File: src/rtl/if_fetch_queue_pkg.sv
// Shared types for the instruction-fetch prefetch queue.
package Pipe_Buf_Reg_PKG;

  localparam int FQ_DEPTH_DEF = 4;
  localparam int PC_W_DEF     = 9;
  localparam int INS_W_DEF    = 32;

  typedef enum logic [1:0] {
    IDLE = 2'd0,
    WAIT = 2'd1,
    DROP = 2'd2
  } fetch_state_t;

  typedef struct packed {
    logic [PC_W_DEF-1:0]  pc;
    logic [INS_W_DEF-1:0] instr;
  } fq_entry_t;

endpackage

File: src/rtl/if_fetch_queue_fifo.sv
// Circular prefetch storage: read/write pointers plus an occupancy count.
module fetch_fifo #(
  parameter int W     = 41,
  parameter int DEPTH = 4,
  localparam int AW   = $clog2(DEPTH),
  localparam int CW   = AW + 1
) (
  input  logic          clk,
  input  logic          reset,
  input  logic          push_i,
  input  logic [W-1:0]  wdata_i,
  input  logic          pop_i,
  input  logic          flush_i,
  output logic [W-1:0]  rdata_o,
  output logic [CW-1:0] count_o,
  output logic          full_o,
  output logic          empty_o
);

  logic [W-1:0]  mem_q [DEPTH];
  logic [AW-1:0] rptr_q, rptr_d, wptr_q, wptr_d;
  logic [CW-1:0] count_q, count_d;
  logic          pop_ok, push_ok;

  assign empty_o = (count_q == '0);
  assign full_o  = (count_q == CW'(DEPTH));
  assign count_o = count_q;
  assign rdata_o = mem_q[rptr_q];

  assign pop_ok  = pop_i && !empty_o;
  // A full queue still accepts a write when the head leaves in the same cycle.
  assign push_ok = push_i && (!full_o || pop_ok);

  always_comb begin
    rptr_d  = rptr_q + AW'(pop_ok);
    wptr_d  = wptr_q + AW'(push_ok);
    count_d = count_q + CW'(push_ok) - CW'(pop_ok);
  end

  always_ff @(posedge clk) begin
    if (reset || flush_i) begin
      rptr_q  <= '0;
      wptr_q  <= '0;
      count_q <= '0;
    end else begin
      rptr_q  <= rptr_d;
      wptr_q  <= wptr_d;
      count_q <= count_d;
    end
  end

  always_ff @(posedge clk) begin
    if (push_ok && !flush_i && !reset) mem_q[wptr_q] <= wdata_i;
  end

endmodule

File: src/rtl/if_fetch_queue.sv
// Instruction fetch unit with a single-outstanding memory FSM feeding a prefetch queue.
// Optional perf counters are compiled in with FETCH_PERF_CNT_EN.
module if_fetch_queue
  import Pipe_Buf_Reg_PKG::*;
#(
  parameter int PC_W     = 9,
  parameter int INS_W    = 32,
  parameter int FQ_DEPTH = FQ_DEPTH_DEF
) (
  input  logic             clk,
  input  logic             reset,
  input  logic             redirect,
  input  logic [PC_W-1:0]  redirect_pc,
  input  logic             stall,
  output logic             imem_req,
  output logic [PC_W-1:0]  imem_addr,
  input  logic             imem_ready,
  input  logic             imem_rvalid,
  input  logic [INS_W-1:0] imem_rdata,
  output logic             fetch_valid,
  output logic [PC_W-1:0]  fetch_pc,
  output logic [INS_W-1:0] fetch_instr
`ifdef FETCH_PERF_CNT_EN
  ,
  output logic [31:0]      fq_fetched,
  output logic [31:0]      fq_dropped,
  output logic [31:0]      fq_stall_cycles
`endif
);

  localparam int CW = $clog2(FQ_DEPTH) + 1;
  localparam int EW = PC_W + INS_W;

  fetch_state_t     state_q, state_d;
  logic [PC_W-1:0]  npc_q, npc_d, rpc_q, rpc_d;
  logic [CW-1:0]    count;
  logic [CW:0]      occ;
  logic             full, empty;
  logic             rsp_arrive, accept, push, pop;
  logic [EW-1:0]    head;
  logic [1:0]       unused_pc_lsb;

  assign unused_pc_lsb = redirect_pc[1:0];

  assign rsp_arrive = (state_q == WAIT) && imem_rvalid;
  // Occupancy check counts the arriving response but ignores a concurrent pop.
  assign occ        = {1'b0, count} + (CW+1)'(rsp_arrive);
  assign imem_req   = !reset && !redirect && ((state_q == IDLE) || rsp_arrive)
                      && (occ < (CW+1)'(FQ_DEPTH));
  assign imem_addr  = npc_q;
  assign accept     = imem_req && imem_ready;
  assign push       = rsp_arrive && !redirect;
  assign pop        = fetch_valid && !stall && !redirect;

  fetch_fifo #(.W(EW), .DEPTH(FQ_DEPTH)) u_fifo (
    .clk     (clk),
    .reset   (reset),
    .push_i  (push),
    .wdata_i ({rpc_q, imem_rdata}),
    .pop_i   (pop),
    .flush_i (redirect),
    .rdata_o (head),
    .count_o (count),
    .full_o  (full),
    .empty_o (empty)
  );

  assign fetch_valid = !reset && !empty;
  assign fetch_pc    = fetch_valid ? head[INS_W +: PC_W] : '0;
  assign fetch_instr = fetch_valid ? head[INS_W-1:0]     : '0;

  always_comb begin
    state_d = state_q;
    npc_d   = npc_q;
    rpc_d   = rpc_q;
    case (state_q)
      IDLE: if (accept) state_d = WAIT;
      WAIT: begin
        if (redirect)         state_d = imem_rvalid ? IDLE : DROP;
        else if (imem_rvalid) state_d = accept ? WAIT : IDLE;
      end
      DROP: if (imem_rvalid) state_d = IDLE;
      default: state_d = IDLE;
    endcase
    if (redirect) begin
      npc_d = {redirect_pc[PC_W-1:2], 2'b00};
    end else if (accept) begin
      npc_d = npc_q + PC_W'(4);
      rpc_d = npc_q;
    end
  end

  always_ff @(posedge clk) begin
    if (reset) begin
      state_q <= IDLE;
      npc_q   <= '0;
      rpc_q   <= '0;
    end else begin
      state_q <= state_d;
      npc_q   <= npc_d;
      rpc_q   <= rpc_d;
    end
  end

`ifdef FETCH_PERF_CNT_EN
  logic [31:0] fetched_q, dropped_q, stallc_q;
  logic        discard;

  assign discard = imem_rvalid && (((state_q == WAIT) && redirect) || (state_q == DROP));

  always_ff @(posedge clk) begin
    if (reset) begin
      fetched_q <= '0;
      dropped_q <= '0;
      stallc_q  <= '0;
    end else begin
      fetched_q <= fetched_q + 32'(accept);
      dropped_q <= dropped_q + 32'(discard) + (redirect ? 32'(count) : 32'd0);
      stallc_q  <= stallc_q + 32'(stall && fetch_valid);
    end
  end

  assign fq_fetched      = fetched_q;
  assign fq_dropped      = dropped_q;
  assign fq_stall_cycles = stallc_q;
`endif

endmodule

File: config.mk
export PLATFORM = sky130hd
export DESIGN_NAME = if_fetch_queue
export DESIGN_NICKNAME = d
export VERILOG_FILES = /design/src/rtl/if_fetch_queue_pkg.sv /design/src/rtl/if_fetch_queue_fifo.sv /design/src/rtl/if_fetch_queue.sv
export SDC_FILE = /design/constraint.sdc
export NUM_CORES = 1
export LEC_CHECK = 0
export ABC_AREA = 0
export CORE_MARGIN = 5
export CORE_UTILIZATION = 49
export DETAILED_ROUTE_END_ITERATION = 10
export HOLD_SLACK_MARGIN = 0.05
export PLACE_DENSITY_LB_ADDON = 0.08
export RECOVER_POWER = 100
export SLEW_MARGIN = 20
export SYNTH_ARGS = -nofsm -noshare
export SYNTH_HDL_FRONTEND = slang
export SYNTH_SLANG_ARGS = --single-unit
File: constraint.sdc
create_clock -name clk -period 6.5 [get_ports clk]
set_input_delay 1.625 -clock clk [delete_from_list [all_inputs] [get_ports clk]]
set_output_delay 1.625 -clock clk [all_outputs]
set_load 0.03 [all_outputs]
* Yosys cells after proc, flatten, opt, wreduce, memory -nomap -nowiden
Memory sizes are Yosys's and may differ from the RTL's. A register that Yosys moved wholly into a read port is not among the register bits.
Cells that the tools add are included.
** Storage, ports and cells
- Output and inout bits :: 52
- Bits in latches :: 0
- Input bits :: 47
- Bits in registers :: 27
- Bits in writable memories :: 164
- Word-level logic and storage cells :: 63
- ROM bits :: 0
- Memories kept :: 1
** Memories
- u_fifo.mem_q :: depth 4, bits a word 41, read ports 1, clocked after memory_dff 1, write ports 1, RTL line if_fetch_queue_fifo.sv:20 : logic [W-1:0] mem_q [DEPTH];
** Cells by class
- Bitwise operators :: 1
- Add/sub/neg operators :: 6
- Equal/unequal tests :: 6
- Div/mod/pow operators :: 0
- Magnitude comparators :: 1
- Muxes and demuxes :: 14
- Shift operators :: 0
- Reductions and logical operators :: 27
- Multiply operators :: 0
** Operator list (count)
- 32-bit two-way mux :: 1
- 9-bit two-way mux :: 3
- 1-bit logical AND :: 13
- 2-bit two-way mux :: 6
- 9-bit by 3-bit adder with 9-bit output, second input constant :: 1
- 2-bit one-hot mux with 3 select lines :: 1
- 1-bit logical NOT :: 5
- 2-bit by 1-bit adder with 2-bit output :: 2
- 3-bit by 1-bit adder with 4-bit output :: 1
- 4-bit by 3-bit < comparator with 1-bit output, second input constant :: 1
- 2-bit inequality test, second input constant :: 2
- 3-bit by 1-bit adder with 3-bit output :: 1
- 3-bit equality test, second input constant :: 1
- 3-bit logical NOT :: 1
- 1-bit logical OR :: 3
- 1-bit two-way mux :: 3
- 3-bit inequality test, second input constant :: 1
- 3-bit AND reduction :: 1
- 3-bit by 1-bit subtractor with 3-bit output :: 1
- 2-bit by 1-bit equality test with 1-bit output, second input constant :: 1
- 2-bit equality test, second input constant :: 1
- 2-bit logical NOT :: 1
- 2-bit AND reduction :: 1
- 2-bit nonzero test :: 1
- 2 further kinds :: 2

* Depth between registers and ports, before layout
- Depth in word-level cells :: 12
- Gate-level depth with buffers :: 10
- Depth with buffers taken out :: 8

* By module
A second synthesis with hierarchy kept.
** Second synthesis, totals
- Cells, all modules :: 398
- Area, all modules :: 7440.9 um^2
** Modules (own cells, without submodules)
- fetch_fifo :: cells each 255, sequential area each 5064.9 um^2, area each 6348.6 um^2, instances 1
- if_fetch_queue :: cells each 143, sequential area each 320.3 um^2, area each 1092.3 um^2, instances 1

* Least setup slack after synthesis
Ideal clock, no wire load.
- Path type :: input port to flip-flop
- Start point :: input port stall
- End point :: memory u_fifo.mem_q[0][0], enable pin
- Slack :: -0.151 ns
- Data arrival time :: 6.118 ns
- Stages :: 3
- Library setup time :: 0.533 ns
- Required time :: 5.967 ns
- Buffers on the path :: 0
- Cells stage by stage :: or3_1 a311o_1 nor4_1
** On the way
- Word-level cells in the longest chain between the ends :: 10
** Ends and longest elaborated chain
- from (decl) :: RTL line if_fetch_queue.sv:14 : input logic stall,
- 1-bit logical NOT :: RTL line if_fetch_queue.sv:53 : assign pop = fetch_valid && !stall && !redirect;
- 1-bit logical AND (2 in series) :: RTL line if_fetch_queue.sv:53
- 1-bit logical AND :: RTL line if_fetch_queue_fifo.sv:30 : assign pop_ok = pop_i && !empty_o;
- 1-bit logical OR :: RTL line if_fetch_queue_fifo.sv:32 : assign push_ok = push_i && (!full_o || pop_ok);
- 1-bit logical AND :: RTL line if_fetch_queue_fifo.sv:32
- 1-bit logical AND (2 in series) :: RTL line if_fetch_queue_fifo.sv:53 : if (push_ok && !flush_i && !reset) mem_q[wptr_q] <= wdata_i;
- 1-bit two-way mux :: RTL line if_fetch_queue_fifo.sv:53
- 1-bit two-way mux (implied by the code) :: RTL line if_fetch_queue_fifo.sv:53
- to (decl) :: RTL line if_fetch_queue_fifo.sv:20
No other way between the ends.

* Worst setup path after layout
- Start point :: input port reset
- End point :: output port fetch_instr[31]
** On the way
- Word-level cells in the longest chain between the ends :: 3
** Ends and longest elaborated chain
- from (decl) :: RTL line if_fetch_queue.sv:11 : input logic reset,
- 1-bit logical NOT :: RTL line if_fetch_queue.sv:68 : assign fetch_valid = !reset && !empty;
- 1-bit logical AND :: RTL line if_fetch_queue.sv:68
- 32-bit two-way mux :: RTL line if_fetch_queue.sv:70 : assign fetch_instr = fetch_valid ? head[INS_W-1:0] : '0;
- to (decl) :: RTL line if_fetch_queue.sv:22 : output logic [INS_W-1:0] fetch_instr
No other way between the ends.

==> flow_summary_export.csv <==
group,metric,value,unit
hold_path,timing.hold.worst_path_depth,2,
critical_path,cpLargestDelayFamily,"buffers and inverters",
hold_path,hold_start,"rpc_q[6]",
critical_path,worst_r2r_endpoint,"u_fifo.mem_q[2][34]",
floorplanning,fp.coreArea,14400,um2
logic_synthesis,synth-adder-area-share,0.989,%
grt,overall_track_demand_over_capacity_in_global_routing,16.6,%
critical_path,r2r_start,"u_fifo.count_o[1]",
logic_synthesis,synth_top_family_by_area,"multiplexers",
floorplanning,die-height,130,um
clocking,cts_repair_resize_count,0,
sta,period_minus_ws_final,5.64,ns
sta,tightest_slew,2.13,ns
clocking,post_cts.repair.setup_buffers,0,
clocking,cts-root-buf,"sky130_fd_sc_hd__clkbuf_16",
clocking,cts_buffers,17,
clocking,cts.path.max_buffers,2,
drt,drt-total-wl,13.0,mm
logic_synthesis,synth-compound-area-share,2.51,%
logic_synthesis,muxShareOfSynthArea,12.7,%
grt,grt_max_degree,42,
logic_synthesis,synth-edff-count,156,
critical_path,critical_path.slowest_cell,"sky130_fd_sc_hd__dlygate4sd3_1",
placement,place_area,8230,um2
floorplanning,floorplan.initialDensity,49.3,%
sta,final_hold_viols,0,
drt,drt-vias-per-instance,5.45,
status,outcome,"finished, violations left",
critical_path,crit_path_start_kind,"input pin",
status,failing_checks,"max-capacitance violations, max-slew violations",
critical_path,timing.reg2reg.setup_slack,3.18,ns
layout,nFillCells,1064,
hold_path,worst_hold_path_type,"flop to flop",
layout,nNetsFinal,547,
layout,area_growth_syn_to_layout,24.0,%
critical_path,r2r.worst_path.cells,6,
placement,place.gp.congestion,0.840,
drt,drtPass1Iterations,4,
sta,timing.final.max_slew_violations,80,
job,cap_viol_max_count,2,
logic_synthesis,synth_simple_gate_area_share,8.93,%
layout,stdcell_area,8790,um2
sta,layout_worst_path_cycle_share,86.8,%
critical_path,critical_path.max_stage_delay,0.75,ns
sta,final.hold.worst_slack,0.496,ns
critical_path,crit_path_max_fanout,40,
clocking,h_tree_levels,4,
sta,max_freq,177,MHz
clocking,insertion_delay,0.42,ns
layout,final_cell_utilization_of_the_core,61.2,%
critical_path,kind_of_end_point_of_the_critical_path,"output pin",
placement,post-place-cells,660,
hold_path,worst_hold_path.endpoint,"rpc_q[6]",
sta,rsz_0062_raised_after_global_routing,"false",
grt,antenna_found_initial,0,
sta,final.setup.tns,0,ns
drt,route.detailed.drc,0,
logic_synthesis,synthCells,399,
logic_synthesis,post_synth_xor_area_fraction,0.494,%
logic_synthesis,synth-async-reset-ratio,0,%
grt,gr-total-overflow,0,
placement,port-buffer-count,92,
grt,first_pass_grt_wire_length,21.0,mm
floorplanning,core.rowCount,44,
floorplanning,ioPinCount,99,
clocking,tritoncts,"built",
clocking,cts.sink_count,179,
sta,skew,0.00797,ns
pwr,leakagePower,0.00302,uW
critical_path,worst-path-buf-inv,4,
drt,ant_nets,0,
logic_synthesis,ys.warnings.count,0,
floorplanning,design.die.area,17000,um2
pwr,max-vdd-ir-drop,206,uV
drt,number_of_vias_after_detailed_routing,3768,
logic_synthesis,synth_seq_cells,179,
logic_synthesis,synth_seq_area_share,72.6,%
critical_path,cp.depth,6,
floorplanning,die_width,130,um
sta,worst_slew_margin_rel,-41.9,%
logic_synthesis,dominantRegCellSynth,"sky130_fd_sc_hd__edfxtp_1",
sta,setup-violations-final,0,
drt,first_iter_violations,286,
logic_synthesis,netlist-cell-type-count,44,
grt,vias_in_the_first_global_route,3975,
logic_synthesis,syn_area_per_cell,17.8,um2
critical_path,cp_cell_instances,"clkdlybuf4s50_1 > buf_4 > nor2_4 > clkbuf_2 > and2_1 > dlygate4sd3_1",
layout,layout.cells.most_common_list,"156 x sky130_fd_sc_hd__edfxtp_1, 81 x sky130_fd_sc_hd__dlygate4sd3_1, 40 x sky130_fd_sc_hd__and2_1, 39 x sky130_fd_sc_hd__mux4_2, 24 x sky130_fd_sc_hd__nand2_1",
layout,final_common_cell,"sky130_fd_sc_hd__edfxtp_1",
logic_synthesis,syn_area,7090,um2
critical_path,critPathArrivalTime,4.01,ns
drt,wl_per_cell,18.7,um
layout,drive_above_1_share,14.8,%
critical_path,crit_required,4.88,ns
placement,hpwl,7.72,mm
layout,num_antenna_cells,0,
layout,final-instance-count-excl-fill,692,
clocking,postCtsHoldBufs,0,
clocking,clkSlewWorstSetupHoldPaths,0.06,ns
pwr,power.density_cell_area,268,nW/um2
critical_path,timing_worst_setup_path_type,"input pin to output pin",
==> worst register-to-register path: cells and delay by family (launching register included) <==
kind            cells  cell delay (ns)
simple gates        4             1.37
flops               1             0.43
compound gates      1             0.35
buf+inv             1             0.78
==> how the worst max path moves through the flow <==
stage                                     to  slack (ns)  start
after global placement           fetch_pc[8]        1.15  reset
after detailed placement         fetch_pc[4]        1.19  reset
final                        fetch_instr[31]        0.86  reset
after global routing             fetch_pc[4]        0.69  reset
after floorplan           u_fifo.mem_q[0][0]        1.50  stall
after CTS                        fetch_pc[8]        1.19  reset
==> where the power goes <==
| group | leakage (uW) | switching (uW) | internal (uW) | total, uW |
|---|---|---|---|---|
| Sequential | 0.00164 | 6.46 | 1250 | 1260 |
| Clock | 0.000290 | 393 | 637 | 1030 |
| Combinational | 0.00109 | 37.5 | 32.6 | 70.1 |
| Total | 0.00302 | 437 | 1920 | 2360 |
==> cells in the mapped netlist, types with 2 or more instances <==
cell / n / area, um2
sky130_fd_sc_hd__inv_1: 3 / 11.3
sky130_fd_sc_hd__nor3_1: 5 / 25.0
sky130_fd_sc_hd__and3b_1: 2 / 17.5
sky130_fd_sc_hd__nand2_1: 24 / 90.1
sky130_fd_sc_hd__buf_2: 5 / 25.0
sky130_fd_sc_hd__nor2_1: 18 / 67.6
sky130_fd_sc_hd__xnor2_1: 3 / 26.3
sky130_fd_sc_hd__and2_1: 41 / 257
sky130_fd_sc_hd__o21ai_0: 5 / 25.0
sky130_fd_sc_hd__and3_1: 2 / 12.5
sky130_fd_sc_hd__ha_1: 4 / 50.1
sky130_fd_sc_hd__dfxtp_1: 23 / 460
sky130_fd_sc_hd__a21oi_1: 10 / 50.1
sky130_fd_sc_hd__and4b_1: 2 / 20.0
sky130_fd_sc_hd__clkbuf_1: 13 / 48.8
sky130_fd_sc_hd__or3_1: 6 / 37.5
sky130_fd_sc_hd__buf_4: 4 / 30.0
sky130_fd_sc_hd__nand3_1: 3 / 15.0
sky130_fd_sc_hd__nor3b_1: 2 / 15.0
sky130_fd_sc_hd__edfxtp_1: 156 / 4680
sky130_fd_sc_hd__mux4_2: 39 / 878
sky130_fd_sc_hd__a311oi_1: 2 / 17.5
sky130_fd_sc_hd__buf_1: 2 / 7.51
sky130_fd_sc_hd__nor4_1: 3 / 18.8
sky130_fd_sc_hd__or2_2: 3 / 18.8
==> cell type report <==
| type | count | area (um2) | share of cell area [%] |
|---|---|---|---|
| Clock buffer | 20 | 437 | 4.97 |
| Tap cell | 184 | 230 | 2.62 |
| Timing Repair Buffer | 98 | 966 | 11.0 |
| Inverter | 3 | 11.3 | 0.128 |
| Sequential cell | 179 | 5150 | 58.6 |
| Clock inverter | 12 | 163 | 1.85 |
| Multi-Input combinational cell | 196 | 1830 | 20.8 |
==> state kept, by name (all words and copies together), names as in the netlist <==
register / flops
u_fifo.wptr_q: 2
u_fifo.count_o: 3
u_fifo.mem_q: 156
imem_addr: 7
state_q: 2
u_fifo.rptr_q: 2
rpc_q: 7
==> per-layer routing <==
metal | share of wire, % | wire length (um) | track usage [%] | vias to the layer above
li1 | - | - | - | 1744
met3 | 4.7 | 611 | 4.54 | 13
met4 | 1.4 | 178 | 6.05 | 0
met1 | 44 | 5700 | 22.0 | 1916
met5 | 0 | 0 | 0 | -
met2 | 50 | 6470 | 26.6 | 95
==> metrics by stage <==
stage | power [uW] | setup slack [ns]
global placement | 1350 | 1.15
floorplan | 1310 | 1.50
global route | 2430 | 0.694
finish | 2360 | 0.861
detailed placement | 1360 | 1.19
CTS | 2390 | 1.19
==> kinds of logic after synthesis <==
kind of cell | Yosys count
AOI/OAI and AO/OA | 26
adders and majority gates | 5
other | 1
DFF | 179
xor gates and xnor gates | 4
buffers and inverters | 27
and+or+nand+nor | 116
muxes | 41
No activity file was read; power rests on OpenSTA's default activity.
